## src/rtl/song_addr_ctrl.sv

```systemverilog
// Song playback address controller: issues one flash byte fetch per audio sample tick,
// steps the address forward or backward with wrap, and flags overruns and fetch timeouts.
module song_addr_ctrl #(
  parameter logic [22:0] START_ADDR = 23'h000000,
  parameter logic [22:0] END_ADDR   = 23'h07FFFF,
  parameter int unsigned TIMEOUT    = 255
) (
  input  logic        clk,
  input  logic        reset_n,
  input  logic        sample_tick,
  input  logic        play,
  input  logic        forward,
  input  logic        restart,
  input  logic        byte_done,
  output logic        ready,
  output logic [22:0] flash_address,
  output logic        busy,
  output logic        wrap,
  output logic        overrun,
  output logic        timeout_err
);

  localparam int CW = $clog2(TIMEOUT + 1);

  typedef enum logic [1:0] {
    S_IDLE      = 2'd0,
    S_ISSUE     = 2'd1,
    S_WAIT_DONE = 2'd2,
    S_ADVANCE   = 2'd3
  } state_t;

  state_t        r_state;
  state_t        w_state_nxt;
  logic          w_timeout_hit;
  logic [CW-1:0] r_cnt;
  logic [CW-1:0] w_cnt_inc;
  logic [22:0]   r_addr;
  logic [22:0]   w_start;
  logic          r_pend;
  logic          r_ready;
  logic          r_busy;
  logic          r_wrap;
  logic          r_overrun;
  logic          r_timeout_err;

  assign w_cnt_inc = r_cnt + CW'(1);
  assign w_start   = forward ? START_ADDR : END_ADDR;

  // State register
  always_ff @(posedge clk or negedge reset_n) begin
    if (!reset_n) begin
      r_state <= S_IDLE;
    end else begin
      r_state <= w_state_nxt;
    end
  end

  // Next-state decode; byte_done wins over a timeout landing in the same cycle
  always_comb begin
    w_state_nxt   = r_state;
    w_timeout_hit = 1'b0;
    case (r_state)
      S_IDLE: begin
        if (sample_tick && play) begin
          w_state_nxt = S_ISSUE;
        end else begin
          w_state_nxt = S_IDLE;
        end
      end
      S_ISSUE: w_state_nxt = S_WAIT_DONE;
      S_WAIT_DONE: begin
        if (byte_done) begin
          w_state_nxt = S_ADVANCE;
        end else if (w_cnt_inc == CW'(TIMEOUT)) begin
          w_state_nxt   = S_ADVANCE;
          w_timeout_hit = 1'b1;
        end else begin
          w_state_nxt = r_state;
        end
      end
      S_ADVANCE: w_state_nxt = S_IDLE;
      default:   w_state_nxt = S_IDLE;
    endcase
  end

  // Datapath: address, pending restart, timeout counter and registered flags
  always_ff @(posedge clk or negedge reset_n) begin
    if (!reset_n) begin
      r_addr        <= START_ADDR;
      r_pend        <= 1'b0;
      r_cnt         <= '0;
      r_ready       <= 1'b0;
      r_busy        <= 1'b0;
      r_wrap        <= 1'b0;
      r_overrun     <= 1'b0;
      r_timeout_err <= 1'b0;
    end else begin
      r_ready <= (w_state_nxt == S_ISSUE);
      r_busy  <= (w_state_nxt != S_IDLE);
      r_wrap  <= 1'b0;
      if (sample_tick && r_busy) begin
        r_overrun <= 1'b1;
      end
      if (w_timeout_hit) begin
        r_timeout_err <= 1'b1;
      end
      if (r_state == S_ISSUE) begin
        r_cnt <= '0;
      end else if (r_state == S_WAIT_DONE) begin
        r_cnt <= w_cnt_inc;
      end
      case (r_state)
        S_IDLE: begin
          if (restart) begin
            r_addr <= w_start;
          end
        end
        S_ISSUE, S_WAIT_DONE: begin
          if (restart) begin
            r_pend <= 1'b1;
          end
        end
        S_ADVANCE: begin
          // A pending restart replaces the step and never reports a wrap
          if (r_pend || restart) begin
            r_addr <= w_start;
            r_pend <= 1'b0;
          end else if (forward) begin
            if (r_addr == END_ADDR) begin
              r_addr <= START_ADDR;
              r_wrap <= 1'b1;
            end else begin
              r_addr <= r_addr + 23'd1;
            end
          end else begin
            if (r_addr == START_ADDR) begin
              r_addr <= END_ADDR;
              r_wrap <= 1'b1;
            end else begin
              r_addr <= r_addr - 23'd1;
            end
          end
        end
        default: r_pend <= 1'b0;
      endcase
    end
  end

  assign ready         = r_ready;
  assign flash_address = r_addr;
  assign busy          = r_busy;
  assign wrap          = r_wrap;
  assign overrun       = r_overrun;
  assign timeout_err   = r_timeout_err;

endmodule

```

## config.mk

```make
export PLATFORM = sky130hd
export DESIGN_NAME = song_addr_ctrl
export DESIGN_NICKNAME = d
export VERILOG_FILES = /design/src/rtl/song_addr_ctrl.sv
export SDC_FILE = /design/constraint.sdc
export NUM_CORES = 1
export LEC_CHECK = 0
export BUFFER_PORTS_ARGS = -buffer_cell sky130_fd_sc_hd__clkbuf_2
export CAP_MARGIN = 20
export CORE_ASPECT_RATIO = 0.8
export CORE_UTILIZATION = 40
export CTS_CLUSTER_DIAMETER = 60
export CTS_CLUSTER_SIZE = 14
export DETAILED_ROUTE_END_ITERATION = 8
export MAX_ROUTING_LAYER = met4
export SLEW_MARGIN = 0
export SYNTH_ARGS = -nofsm -noshare
export SYNTH_HDL_FRONTEND = slang
export SYNTH_SLANG_ARGS = --single-unit
```

## constraint.sdc

```tcl
create_clock -name clk -period 4.9 [get_ports clk]
set_clock_uncertainty 0.15 [all_clocks]
set_input_delay 0.245 -clock clk [delete_from_list [all_inputs] [get_ports clk]]
set_output_delay 0.245 -clock clk [all_outputs]
set_load 0.01 [all_outputs]
```

---- Yosys cells after proc, flatten, opt, wreduce, memory -nomap -nowiden ----
Cells that the tools add are included.
storage, ports and cells
  input port bits ......................... 7
  output and inout port bits .............. 28
  register bits ........................... 39
  logic and storage cells ................. 57
operators by class
  add/subtract/negate cells ............... 3
  reductions and logical operators ........ 12
  multiplexer cells ....................... 24
  equal/unequal tests ..................... 9
operators by type and width
  kind                   number
  $mux 23                5
  $pmux 23 s2            1
  $add 23x1->23 const B  1
  $eq 23x19->1 const B   1
  $logic_not 23->1       1
  $sub 23x1->23 const B  1
  $mux 19                1
  $mux 8                 2
  $mux 1                 11
  $add 8x1->8 const B    1
  $eq 8x8->1 const B     1
  $pmux 2 s4             1
  $reduce_bool 2->1      4
  $ne 2x2->1 const B     3
  $eq 2x1->1 const B     2
  $eq 2x2->1 const B     2
  $mux 2                 2
  $reduce_and 3->1       1
  $logic_and 1x1->1      2
  $logic_not 2->1        1
  $pmux 1 s2             1
  $reduce_and 2->1       1
  $reduce_or 2->1        1
  $logic_or 1x1->1       1

---- Longest topological paths before layout ----
Gate-level depths: netlist (run 1).
  depth after elaboration ................. 6
  mapped depth ............................ 9

---- Worst setup path after synthesis (run 1) ----
OpenSTA, ideal clock, no wires.
  kind .................................... reg2reg
  start ................................... register r_addr[0], in the netlist flash_address[0]
  end ..................................... register r_addr[22], in the netlist flash_address[22]
  required time ........................... 4.612 ns
  path buffers ............................ 0
  setup time .............................. 0.138 ns
  setup slack ............................. 2.608 ns
  clock period less this slack ............ 2.292 ns
  arrival ................................. 2.004 ns
  cell stages (with the launch flop) ...... 9
  path through ............................ dfrtp_1 inv_1 ha_1 or3b_2 nor2_4 nand4_1 nor3_1 a2bb2oi_1 a31oi_1
on the way
  cells in the longest elaborated chain, start to end .. 5
  elaborated cells on any way between the ends .. 9
  classes of those cells .................. add/sub (2); eq/ne (1); mux (5); reduce/logical (1)
ends and longest elaborated chain
  item                                         line      text
  start: declaration                           37        logic [22:0] r_addr;
  start signal: assignment                     115       r_addr <= w_start;
  start signal: assignment                     126       r_addr <= w_start;
  start signal: assignment                     133       r_addr <= r_addr + 23'd1;
  $sub 23x1->23, or another cell as far along  140       r_addr <= r_addr - 23'd1;
  $mux 23 (on tied branches)                   136, 129
  $mux 23 (*)                                  128       end else if (forward) begin
  $mux 23 (*)                                  125       if (r_pend || restart) begin
  $pmux 23 s2 (*)                              112       case (r_state)
Every way passes the cells marked *; elsewhere a longest branch is shown, timed or not.
A chain may end at the register's enable or synchronous reset.

---- Final worst setup path (run 1) ----
  start ................................... register r_addr[14], in the netlist flash_address[14]
  end ..................................... register r_addr[21], in the netlist flash_address[21]
Same word-level chain as after synthesis.

==> impl_metrics.yaml, run 1 <==
outcome:
  outcome: "finished clean"
cells_and_area:
  fin_cells: 477
  nets: 405
  diodes: 0
  area_growth_pct: 9.125
  drive_above_1_share_pct: 15.64
  layout_common_cells: "nor2_1 (40), dfrtp_1 (39), clkbuf_2 (34), o21ai_0 (31), nand2_1 (30)"
  final_common_cell: "nor2_1"
setup_path:
  crit_family: "compound AO/OA/AOI/OAI gates"
  cp-start-kind: "register"
  critical_path_arrival_ns: 2.86
  crit_path_frequent_cell: "nor3_1"
  cp_data_required_time_ns: 4.93
  crit_fanout: 14
  max_stage_delay_ns: 0.79
  crit_type: "reg2reg"
  cpMaxStageDelayCell: "o21ai_1"
  regToRegSetupSlack_ns: 2.08
  crit_buf_inv: 0
  crit_chain: "nor3_1 > nand4_1 > o21ai_1 > nor3_1 > a221oi_1 > nor2b_1"
  worstSetupEndpointType: "register"
drt:
  vias: 2945
  vias_per_cell: 6.174
  wl_per_cell_microns: 17.26
  drc: 0
  routed_wl_microns: 8231
  drtAntennaViolNets: 0
  drtIter0Drc: 323
  dr.pass1.iters: 5
synth:
  syn_avg_cell_area_sq_um: 8.057
  synth_xor_area_share_pct: 3.809
  synth_fp_nets: 387
  yosys.area_share.simple_pct: 29.26
  synth-compound-area-share_pct: 23.82
  ys_types: 67
  synth-edff-count: 0
  syn_area_sq_um: 2989
  synthCells: 371
  ys.flop_type: "dfrtp_1"
  synthAdderAreaFrac_pct: 3.767
  ys_ff_latch: 39
  ys_seq_area_share_pct: 32.65
  async_flop_share_pct: 100.0
  synthMuxAreaShare_pct: 0.7116
  yosysWarnings: 0
  synth_top_family_by_area: "simple AND/OR/NAND/NOR gates"
run:
  cap_violations: 0
timing:
  finalHoldViolations: 0
  fin_setup_tns_ns: 0
  period_needed_ns: 2.824
  finalCritPeriodShare_pct: 57.62
  rsz0062_at_grt: "no"
  setup_viol: 0
  drv_slew: 0
  worst_slack_ns: 2.077
  relSlewSlack_pct: 37.12
  fmax_mhz: 354.2
  worst_pin_slew_ns: 0.9369
die:
  initial_utilization_pct: 42.34
  coreArea_sq_um: 7061
  design.die.area_sq_um: 7825
  fp.dieH_microns: 79.32
  num_rows: 27
  ios: 35
  fp.dieW_microns: 98.65
clock_tree:
  root_buffer: "clkbuf_8"
  numCtsBuffers: 5
  htreeDepth: 2
  cts_tree: "built"
  cts_setup_buffers: 0
  clockBufferDepth: 2
  clk_latency_ns: 0.30
  clock-sinks: 39
  path_clk_slew_ns: 0.09
power:
  ir_worst_vdd_mv: 0.2399
  p_leak_uw: 0.001308
  cellPowerDensity_nw_per_um2: 515.5
  finalPower_uw: 1681
placement:
  port_buffers: 34
  preCtsSetupSlack_ns: 2.157
  gp_congestion: 0.9255
  dp_cells: 467
  hpwl_microns: 5845
grt:
  grt_pass1_vias: 2688
  grt_start_max_net_pins: 40
  grt_pass1_wl_microns: 13880
  grt.overflow.total: 0
  antenna_found_initial: 0
  grt.total_usage_pct: 23.23
hold_path:
  hold_class: "in2reg"
-- kinds of logic (layout without fill, tap and decap cells) --
logic type               after synthesis  in the layout
AO/OA/AOI/OAI                        107            107
adder cells (fa/ha/maj)                9              9
XOR/XNOR                              13             13
buffers and inverters                 37             56
AND/OR/NAND/NOR                      164            164
flip-flops                            39             39
multiplexers                           2              2
-- cell type report --
| type | instances | area, sq um |
|---|---|---|
| Tap cell | 87 | 108.9 |
| Timing Repair Buffer | 37 | 207.7 |
| Sequential cell | 39 | 975.9 |
| Multi-Input combinational cell | 295 | 1834 |
| Clock inverter | 3 | 25.02 |
| Fill cell | 686 | 3799 |
| Inverter | 11 | 41.29 |
| Clock buffer | 5 | 68.82 |
-- repair_timing --
action	in CTS	in global routing
endpoints found under the hold margin	15	0
hold buffers	1	0
resized for setup	0	0
-- per-layer routing --
| layer | global-route usage (%) | wire, microns | vias to the layer above |
|---|---|---|---|
| li1 | - | - | 1399 |
| met3 | 5.194 | 714 | 12 |
| met5 | - | 0 | - |
| met4 | 6.418 | 89 | 0 |
| met1 | 34.48 | 4109 | 1383 |
| met2 | 31.13 | 3318 | 151 |
-- worst reg2reg max path: stages (launching register included) --
cell,delay [ns]
dfrtp_1,0.54
nor3_1,0.39
nand4_1,0.24
o21ai_1,0.79
nor3_1,0.20
a221oi_1,0.32
nor2b_1,0.08
-- final timing paths --
path                                   start                 to  cells after the start
hold / removal                   sample_tick            overrun                      2
min in group asynchronous            reset_n            overrun                      2
setup reg to reg           flash_address[14]  flash_address[21]                      6
max in group asynchronous            reset_n   flash_address[9]                      3
setup / recovery           flash_address[14]  flash_address[21]                      6
hold reg to reg                      overrun            overrun                      1
-- cells in the mapped netlist, types with 4 or more instances --
library cell  number  area (sq um)
a21oi_1           14         70.07
a31oi_1            9         56.30
and3_1             7         43.79
buf_2             10         50.05
clkbuf_1          10         37.54
dfrtp_1           39         975.9
ha_1               9         112.6
inv_1             11         41.29
nand2_1           30         112.6
nand2b_1           9         56.30
nand3_1           19         95.09
nand4_1           10         62.56
nor2_1            40         150.1
nor3_1            16         80.08
nor4_1             5         31.28
o211ai_1           6         45.04
o21a_1             7         52.55
o21ai_0           32         160.2
o31ai_1            5         37.54
or3_1              4         25.02
xnor2_1            9         78.83
xor2_1             4         35.03
-- flip-flops by register name, indices dropped and copies added, names as in the netlist --
| signal | cells |
|---|---|
| wrap | 1 |
| r_cnt | 8 |
| r_pend | 1 |
| overrun | 1 |
| flash_address | 23 |
| timeout_err | 1 |
| r_state | 2 |
| busy | 1 |
| ready | 1 |
-- metrics by stage --
step                instance area [sq um]  util (%)  hold WS [ns]
floorplan                            2989         -       -0.2006
finish                               3262     46.20       0.01681
CTS                                  3242     45.92      0.007899
global route                         3262     46.20       0.01782
global placement                     3138     44.44        0.2899
detailed placement                   3138     44.44        0.2958
-- power breakdown --
part / internal, uW / switching [uW] / leakage, uW
sequential: 432 / 248 / 0.000477
clock: 102 / 131 / 0.0000443
combinational: 322 / 447 / 0.000786
total: 856 / 826 / 0.00131
Power figures use the tool's default switching activity.
==> run 2: changes to the inputs <==
clock period = 2.75 ns   (was 4.9 ns; I/O delays follow)
==> run 2 against run 1 <==
Against the previous run:
- routed wire length up 3.3%
- via count up 1.5%
- largest cell class unchanged
- final cell count up 5.7%
- worst setup slack worse by 1.8 ns
- total power up 89%
- combinational power up 120%
- final area up 6.4%
- clock-buffer cell count unchanged
- global-route usage up 1.0 points
- first-iteration DRC count down 7.7%
- register-to-register slack worse by 1.8 ns
==> impl_metrics.yaml, run 2 (synthesized netlist as in run 1, its figures left out) <==
setup_path:
  crit_family: "simple AND/OR/NAND/NOR gates"
  startpoint: "flash_address[0]"
  crit_buf_inv: 1
  crit_chain: "inv_1 > ha_1 > or3b_2 > nor2_4 > nand4_1 > nor3_2 > a2bb2oi_1 > a31oi_1"
  cpMaxStageDelayCell: "or3b_2"
  crit_fanout: 7
  cp_data_required_time_ns: 2.77
  max_stage_delay_ns: 0.53
  crit_type: "reg2reg"
  timing.rr.start: "flash_address[0]"
  worstSetupEndpointType: "register"
  cp-start-kind: "register"
  critical_path_arrival_ns: 2.51
cells_and_area:
  fin_cells: 504
  area_growth_pct: 16.16
  layout_common_cells: "nor2_1 (40), dfrtp_1 (39), clkbuf_2 (34), o21ai_0 (31), nand2_1 (30)"
  diodes: 0
  fin_util_pct: 49.18
  drive_above_1_share_pct: 20.62
  final_common_cell: "nor2_1"
  fillers: 705
  multi_input_area_sq_um: 1839
  largest_reg_flops: 23
  seqCellArea_sq_um: 975.9
  nets: 432
power:
  p_leak_uw: 0.001438
  cellPowerDensity_nw_per_um2: 917.0
  ir_worst_vdd_mv: 0.4255
  finalPower_uw: 3184
placement:
  hpwl_microns: 6414
  preCtsSetupSlack_ns: 0.2690
  port_buffers: 34
  gp_congestion: 0.9451
  dp_cells: 491
drt:
  drtAntennaViolNets: 0
  vias: 2989
  drc: 0
  drtIter0Drc: 298
  vias_per_cell: 5.931
  dr.pass1.iters: 5
  routed_wl_microns: 8502
  wl_per_cell_microns: 16.87
timing:
  fmax_mhz: 402.5
  period_needed_ns: 2.484
  worst_slack_ns: 0.2657
  fin_setup_tns_ns: 0
  setup_viol: 0
  rsz0062_at_grt: "no"
  relSlewSlack_pct: 59.14
  drv_slew: 0
  worst_pin_slew_ns: 0.6074
  finalHoldViolations: 0
  finalCritPeriodShare_pct: 90.34
die:
  initial_utilization_pct: 42.34
  design.die.area_sq_um: 7825
  ios: 35
  num_rows: 27
  fp.dieH_microns: 79.32
  coreArea_sq_um: 7061
  fp.dieW_microns: 98.65
clock_tree:
  clockBufferDepth: 2
  numCtsBuffers: 5
  clock-sinks: 39
  clk_latency_ns: 0.30
  path_clk_slew_ns: 0.08
  htreeDepth: 2
  cts_setup_buffers: 0
  cts_tree: "built"
  root_buffer: "clkbuf_8"
grt:
  grt_start_max_net_pins: 40
  antenna_found_initial: 0
  grt.total_usage_pct: 24.25
  grt.overflow.total: 0
  grt_pass1_vias: 2859
  grt_pass1_wl_microns: 14380
run:
  cap_violations: 0
outcome:
  outcome: "finished clean"
hold_path:
  hold_class: "in2async"
-- run 2: cell types whose count changed in the layout (fill, tap and decap cells not counted), sizes merged --
cell / change
buf: +24
dlygate4sd3: +3
clkinv: -1
clkinvlp: +1
-- run 2: power by group --
group	leakage (uW)	switching, uW	internal (uW)
logic	0.000920	1010	717
registers	0.000477	276	773
clock network	0.0000402	233	177
-- run 2: layout make-up --
type                       instances  area share (%)
clock buffer                       5           1.982
clock inverter                     3          0.5766
inverter                          11           1.189
multi-input combinational        295           52.97
sequential                        39           28.11
tap                               87           3.135
timing repair buffer              64           12.04
-- run 2: worst paths after layout --
check	end	slack, ns	cells past startpoint
max	flash_address[22]	0.27	8
max reg2reg	flash_address[22]	0.27	8
min reg2reg	overrun	0.32	1
min	ready	0.12	2
min in group clk	r_pend	0.13	4
max in group asynchronous	flash_address[15]	1.86	3
-- run 2: through the flow --
stage          area, sq um  hold WS (ns)
4_1_cts               3447        0.1282
5_1_grt               3472        0.1479
6_report              3472        0.1243
3_3_place_gp          3318        0.2067
3_5_place_dp          3318        0.2094
2_1_floorplan         2989       -0.3081
-- run 2: routing by layer --
metal	GRT usage, %	up-vias	share of wire [%]	wire length [microns]
met3	5.810	11	8.7	741
met4	7.164	0	1.4	115
met5	-	-	0	0
met2	34.72	132	42	3546
li1	-	1454	-	-
met1	33.86	1392	48	4099
-- run 2: repair_timing --
item	CTS	global route
hold buffers	4	0
hold endpoints to repair	43	0
gates resized for setup	0	1
endpoints found under the setup margin	0	1
